==> src/rtl/alu_pkg.sv <==
// Shared ALU definitions: default operand/opcode widths and the opcode encoding.
// Used by the ALU, its issue queue and the bench.
package alu_pkg;

  localparam int ALU_DATAW   = 16;
  localparam int ALU_OPS     = 4;
  localparam int ALU_OPCODEW = $clog2(ALU_OPS);

  typedef enum logic [ALU_OPCODEW-1:0] {
    OP_ADD     = 2'd0,
    OP_A_SUB_B = 2'd1,
    OP_B_SUB_A = 2'd2,
    OP_MUL     = 2'd3
  } alu_op_e;

endpackage

==> src/rtl/alu_valid_pipe.sv <==
// RES_LAT-deep 1-bit shift register tracking which ALU result cycles carry real data.
// Asynchronous reset; synchronous clear discards every pulse still in flight.
module alu_valid_pipe #(
  parameter int RES_LAT = 2
) (
  input  logic clk,
  input  logic rst,
  input  logic clear,
  input  logic d,
  output logic q
);

  logic [RES_LAT-1:0] sr;

  // NOTE: sequential state uses non-blocking assignments so every stage samples its predecessor's old value.
  always_ff @(posedge clk or posedge rst) begin
    if (rst) begin
      sr <= '0;
    end else if (clear) begin
      sr <= '0;
    end else begin
      sr[0] <= d;
      for (int i = 1; i < RES_LAT; i++) begin
        sr[i] <= sr[i-1];
      end
    end
  end

  assign q = sr[RES_LAT-1];

endmodule

==> src/rtl/alu_issue_queue.sv <==
// Operand-issue stage for the registered ALU: circular FIFO of (opcode, a, b) triples,
// a registered issue stage gated by issue_en, and result_valid aligned to the ALU latency.
module alu_issue_queue
  import alu_pkg::*;
#(
  parameter int DATAW   = ALU_DATAW,
  parameter int OPS     = ALU_OPS,
  parameter int OPCODEW = $clog2(OPS),
  parameter int DEPTH   = 8,
  parameter int RES_LAT = 2
) (
  input  logic                     clk,
  input  logic                     rst,
  input  logic                     flush,
  input  logic                     in_valid,
  output logic                     in_ready,
  input  logic [OPCODEW-1:0]       in_opcode,
  input  logic [DATAW-1:0]         in_dataa,
  input  logic [DATAW-1:0]         in_datab,
  input  logic                     issue_en,
  output logic [OPCODEW-1:0]       opcode,
  output logic [DATAW-1:0]         dataa,
  output logic [DATAW-1:0]         datab,
  output logic                     issue_valid,
  output logic                     result_valid,
  output logic [$clog2(DEPTH):0]   count
);

  localparam int PTRW = $clog2(DEPTH);
  localparam int CNTW = PTRW + 1;
  localparam logic [CNTW-1:0] FULL_CNT = CNTW'(DEPTH);

  logic [OPCODEW-1:0] mem_op [DEPTH];
  logic [DATAW-1:0]   mem_a  [DEPTH];
  logic [DATAW-1:0]   mem_b  [DEPTH];
  logic [PTRW-1:0]    wr_ptr;
  logic [PTRW-1:0]    rd_ptr;
  logic               full;
  logic               empty;
  logic               push;
  logic               pop;

  assign full     = (count == FULL_CNT);
  assign empty    = (count == '0);
  assign in_ready = !full && !rst;
  // flush wins over both handshakes; an offer during flush is dropped.
  assign push     = in_valid && in_ready && !flush;
  assign pop      = issue_en && !empty && !flush;

  // NOTE: storage is deliberately not reset; count gates every read, so stale contents are never issued.
  always_ff @(posedge clk) begin
    if (push) begin
      mem_op[wr_ptr] <= in_opcode;
      mem_a[wr_ptr]  <= in_dataa;
      mem_b[wr_ptr]  <= in_datab;
    end
  end

  // DEPTH is a power of two, so pointers wrap by plain overflow.
  always_ff @(posedge clk or posedge rst) begin
    if (rst) begin
      wr_ptr <= '0;
      rd_ptr <= '0;
      count  <= '0;
    end else if (flush) begin
      wr_ptr <= '0;
      rd_ptr <= '0;
      count  <= '0;
    end else begin
      if (push) wr_ptr <= wr_ptr + 1'b1;
      if (pop)  rd_ptr <= rd_ptr + 1'b1;
      case ({push, pop})
        2'b10:   count <= count + 1'b1;
        2'b01:   count <= count - 1'b1;
        default: count <= count;
      endcase
    end
  end

  // Idle cycles present zeros so the ALU computes a harmless add of zeros.
  always_ff @(posedge clk or posedge rst) begin
    if (rst) begin
      opcode      <= '0;
      dataa       <= '0;
      datab       <= '0;
      issue_valid <= 1'b0;
    end else if (pop) begin
      opcode      <= mem_op[rd_ptr];
      dataa       <= mem_a[rd_ptr];
      datab       <= mem_b[rd_ptr];
      issue_valid <= 1'b1;
    end else begin
      opcode      <= '0;
      dataa       <= '0;
      datab       <= '0;
      issue_valid <= 1'b0;
    end
  end

  alu_valid_pipe #(
    .RES_LAT (RES_LAT)
  ) u_valid_pipe (
    .clk   (clk),
    .rst   (rst),
    .clear (flush),
    .d     (issue_valid),
    .q     (result_valid)
  );

endmodule
==> config.mk <==
export PLATFORM = sky130hd
export DESIGN_NAME = alu_issue_queue
export DESIGN_NICKNAME = d
export VERILOG_FILES = /design/src/rtl/alu_pkg.sv /design/src/rtl/alu_valid_pipe.sv /design/src/rtl/alu_issue_queue.sv
export SDC_FILE = /design/constraint.sdc
export NUM_CORES = 1
export LEC_CHECK = 0
export BUFFER_PORTS_ARGS = -buffer_cell sky130_fd_sc_hd__buf_2
export CELL_PAD_IN_SITES_DETAIL_PLACEMENT = 1
export CELL_PAD_IN_SITES_GLOBAL_PLACEMENT = 2
export CORE_ASPECT_RATIO = 1.4
export CORE_UTILIZATION = 30
export DETAILED_ROUTE_END_ITERATION = 12
export GPL_TIMING_DRIVEN = 0
export HOLD_SLACK_MARGIN = 0.02
export PLACE_DENSITY_LB_ADDON = 0.12
export SLEW_MARGIN = 20
export SYNTH_ARGS = -nofsm -noshare
export SYNTH_HDL_FRONTEND = slang
export SYNTH_SLANG_ARGS = --single-unit
==> constraint.sdc <==
create_clock -name clk -period 4.6 [get_ports clk]
set_input_delay 0.46 -clock clk [delete_from_list [all_inputs] [get_ports clk]]
set_output_delay 0.46 -clock clk [all_outputs]
set_load 0.01 [all_outputs]
==> metrics.txt <==
clk_skew around 0.0095 ns; top cells by area, synth edfxtp_1 68%, mux4_2 13%, dfrtp_1 9.8%; pin count of the biggest net entering global routing 36; Wirelength per Cell roughly 22 microns; post-CTS setup buffer count 0; Tcrit/Tclk final between 70% and 80%; dpl hpwl 19100 microns; fmax 285 MHz; Static Leak between 4 and 5 nW; CP peak stage delay around 0.68 ns; routed vias 5746; Main synth FF type edfxtp_1; VDD IR max ~0.21 mV; vias per cell around 4.6; GR Layer Usage met1 between 10% and 20%; Synth warnings 0; Mapped Area 12000 sq um; placed cell count between 1000 and 1500; Max clock buf depth 3; H-tree levels 2; Critical Path RT between 4 and 5 ns; critical path class in -> reg; Hold Path Class in -> reg; Pint ~5.2 mW; DRC 0; combinational share of power roughly 16%; Placer Congestion 0.672; FF+latch area 9340 sq um; setup TNS 0 ns; Final Non-Filler Cells around 1300; later-pin clock latency in the skew report roughly 0.52 ns; final setup violation count 0; worst path cell trace dlygate4sd3_1 -> buf_2 -> nand2b_1 -> nor2_2 -> nand2_1 -> nor4_2 -> buf_2 -> buf_2 -> buf_2 -> buf_4; crit path capture type register; Iteration-0 DRC Markers between 300 and 400; Hold Path Depth 1; first-pass GRT wire length roughly 42000 microns; gr ovfl total 0; CP max FO 7; Worst-Margin Slew between 0.9 and 1 ns; Global Route Usage Sum 14.4%; Rows 86; Synth cell types 35; fin area between 10000 and 15000 sq um; Synth Area per Inst around 22 sq um; cell depth of the worst setup path 10; startpoint types primary input; core region area 39400 sq um; clock root buffer clkbuf_16; Initial Utilization a little under a third; Layout fillers 3898; Synth area leader edfxtp_1; Switching Share roughly a quarter; Port Buffers 79; CTS resizes 0; RSZ-0062 raised after global routing false; post-synth top area share just under 70%; gr busiest metal met2; PwrDens ~480 nW/um^2; Nets ~750; Chip Width 171 microns; Worst path slowest cell nor4_2; multi-input logic area between 2000 and 3000 sq um; Area growth syn-to-layout 21.7%; worst path buffer plus inverter count 6; register area share after synthesis between 70% and 80%; Yosys reg bits roughly 320; initial antenna violation count 1; GR Util met2 roughly a quarter; status finished clean; Cell Area, Placed roughly 14000 sq um; NetSw about 1.8 mW; hold-fix buffers at CTS 1; number of max-cap violations 0; vias in the first global route between 6000 and 7000; max-slew violation count 0; WP data arrival ~3.7 ns; Die Area between 40000 and 50000 sq um; io pins 80; most used cell, CP buf_2; CTS tree built; share of power burned in registers a little under half; global routing usage on met3 under 10%; DR pass1 iterations 4; drt total wl 28000 microns; ANT nets after route 0; synthesized instance count 550; FFs w/ async S/R, synth about 15%; Clock Power Share 36.6%; clock transition at the registers of the reported paths about 0.06 ns; die span in y 238 microns; CTS buffer count 34; Max-Slew Margin vs Limit between 30 and 40%; Mapped Nets slightly below 600; crit path time final roughly 3.5 ns; Post-synth EDFFs around 270; Top delay family on crit path buffers and inverters; share of cells above drive strength 1 a little under two fifths; Hold Vio Cnt, Final 0; TritonCTS sink count 319; reg2reg path depth 8
## state kept, by name, indices dropped and copies added (netlist names), 2 cells and up
name             count
dataa               16
count                4
u_valid_pipe.sr      2
opcode               2
datab               16
mem_b              128
wr_ptr               3
mem_op              16
rd_ptr               3
mem_a              128
## cells by family (layout without fill, tap and decap cells)
| kind of cell | after synthesis | count (layout) | share of synthesized area [%] |
|---|---|---|---|
| AOI/OAI and AO/OA | 8 | 8 | 0.565 |
| muxes | 107 | 107 | 16.1 |
| buffers and inverters | 29 | 208 | 1.20 |
| DFF | 319 | 319 | 78.1 |
| other | 0 | 1 | 0 |
| adders and majority gates | 5 | 5 | 0.585 |
| xor gates and xnor gates | 5 | 5 | 0.429 |
| and+or+nand+nor | 77 | 77 | 3.06 |
## cell usage in the layout (no fill, tap or decap), types with 2 or more instances in the layout
master     instances
buf_16             5
a21oi_1            4
clkbuf_1          12
clkinv_2           8
nor4b_4            2
mux4_2            68
nand2_1            6
nor3_1             3
mux2_2             3
ha_1               4
buf_8              2
clkinv_1           6
inv_1              2
nor2_4             2
nor2b_1            4
edfxtp_1         272
buf_6             11
xnor2_1            3
nor2_1            44
dfrtp_1           47
inv_6              3
nor3_2             3
buf_1              2
buf_4             17
mux2i_1           36
nand2b_1           5
clkbuf_8           3
clkbuf_16         35
buf_2             98
## power by group through the flow
stage | combinational, mW | clock (mW) | sequential, mW
floorplan | 0.756 | 0 | 3.39
global placement | 1.13 | 0 | 3.37
detailed placement | 1.17 | 0 | 3.37
CTS | 1.17 | 2.65 | 3.31
global route | 1.23 | 2.75 | 3.32
finish | 1.12 | 2.56 | 3.30
## synthesized netlist by cell type (4+ instances only)
library cell	count
buf_2	13
dfrtp_1	47
nor3_1	6
mux4_2	68
clkbuf_1	8
ha_1	4
nor2_1	46
nand2b_1	5
a21oi_1	4
nor2b_1	4
edfxtp_1	272
nand2_1	6
mux2i_1	36
## cell type report
class | instances | area share (%)
Tap cell | 528 | 4.54
Clock inverter | 19 | 0.722
Buffer | 26 | 0.911
Timing Repair Buffer | 118 | 5.66
Multi-Input combinational cell | 202 | 17.5
Sequential cell | 319 | 64.2
Antenna cell | 1 | 0.0172
Inverter | 3 | 0.0945
Clock buffer | 42 | 6.40
## metrics by stage
step                power, mW  utilization (%)  worst slack (ns)  hold WS, ns
finish                   6.99             37.0              1.09        0.214
floorplan                4.15                -            -0.248        0.439
global route             7.30             37.0             0.882        0.210
global placement         4.49             33.1             -4.91        0.453
CTS                      7.13             37.0              1.01        0.188
detailed placement       4.54             34.3              1.03        0.430
## layer usage
metal	wire (microns)	vias to the layer above	share of wire, %
met5	0	-	0
met4	588	0	2.1
met3	1030	38	3.7
met2	14600	112	52
met1	11700	3066	42
li1	-	2530	-
## worst reg2reg max path, cell delays in order (launching register included)
cell and delay (ns):
dfrtp_1 0.56, nor4b_4 0.12, nor2_2 0.38, nand2_1 0.30, nor4_2 0.68, buf_2 0.36, buf_2 0.25, buf_2 0.22
buf_4 0.17
## path summary, 6_finish.rpt
path | from | end | slack, ns
max | rst | mem_a[4][5] | 1.09
min | in_datab[7] | mem_b[6][7] | 0.21
max reg2reg | count[0] | mem_a[4][5] | 1.26
min reg2reg | u_valid_pipe.sr[0] | u_valid_pipe.sr[1] | 0.48
max in group asynchronous | rst | dataa[5] | 3.66
min in group asynchronous | rst | count[3] | 0.45
No activity file was read; power rests on OpenSTA's default activity.
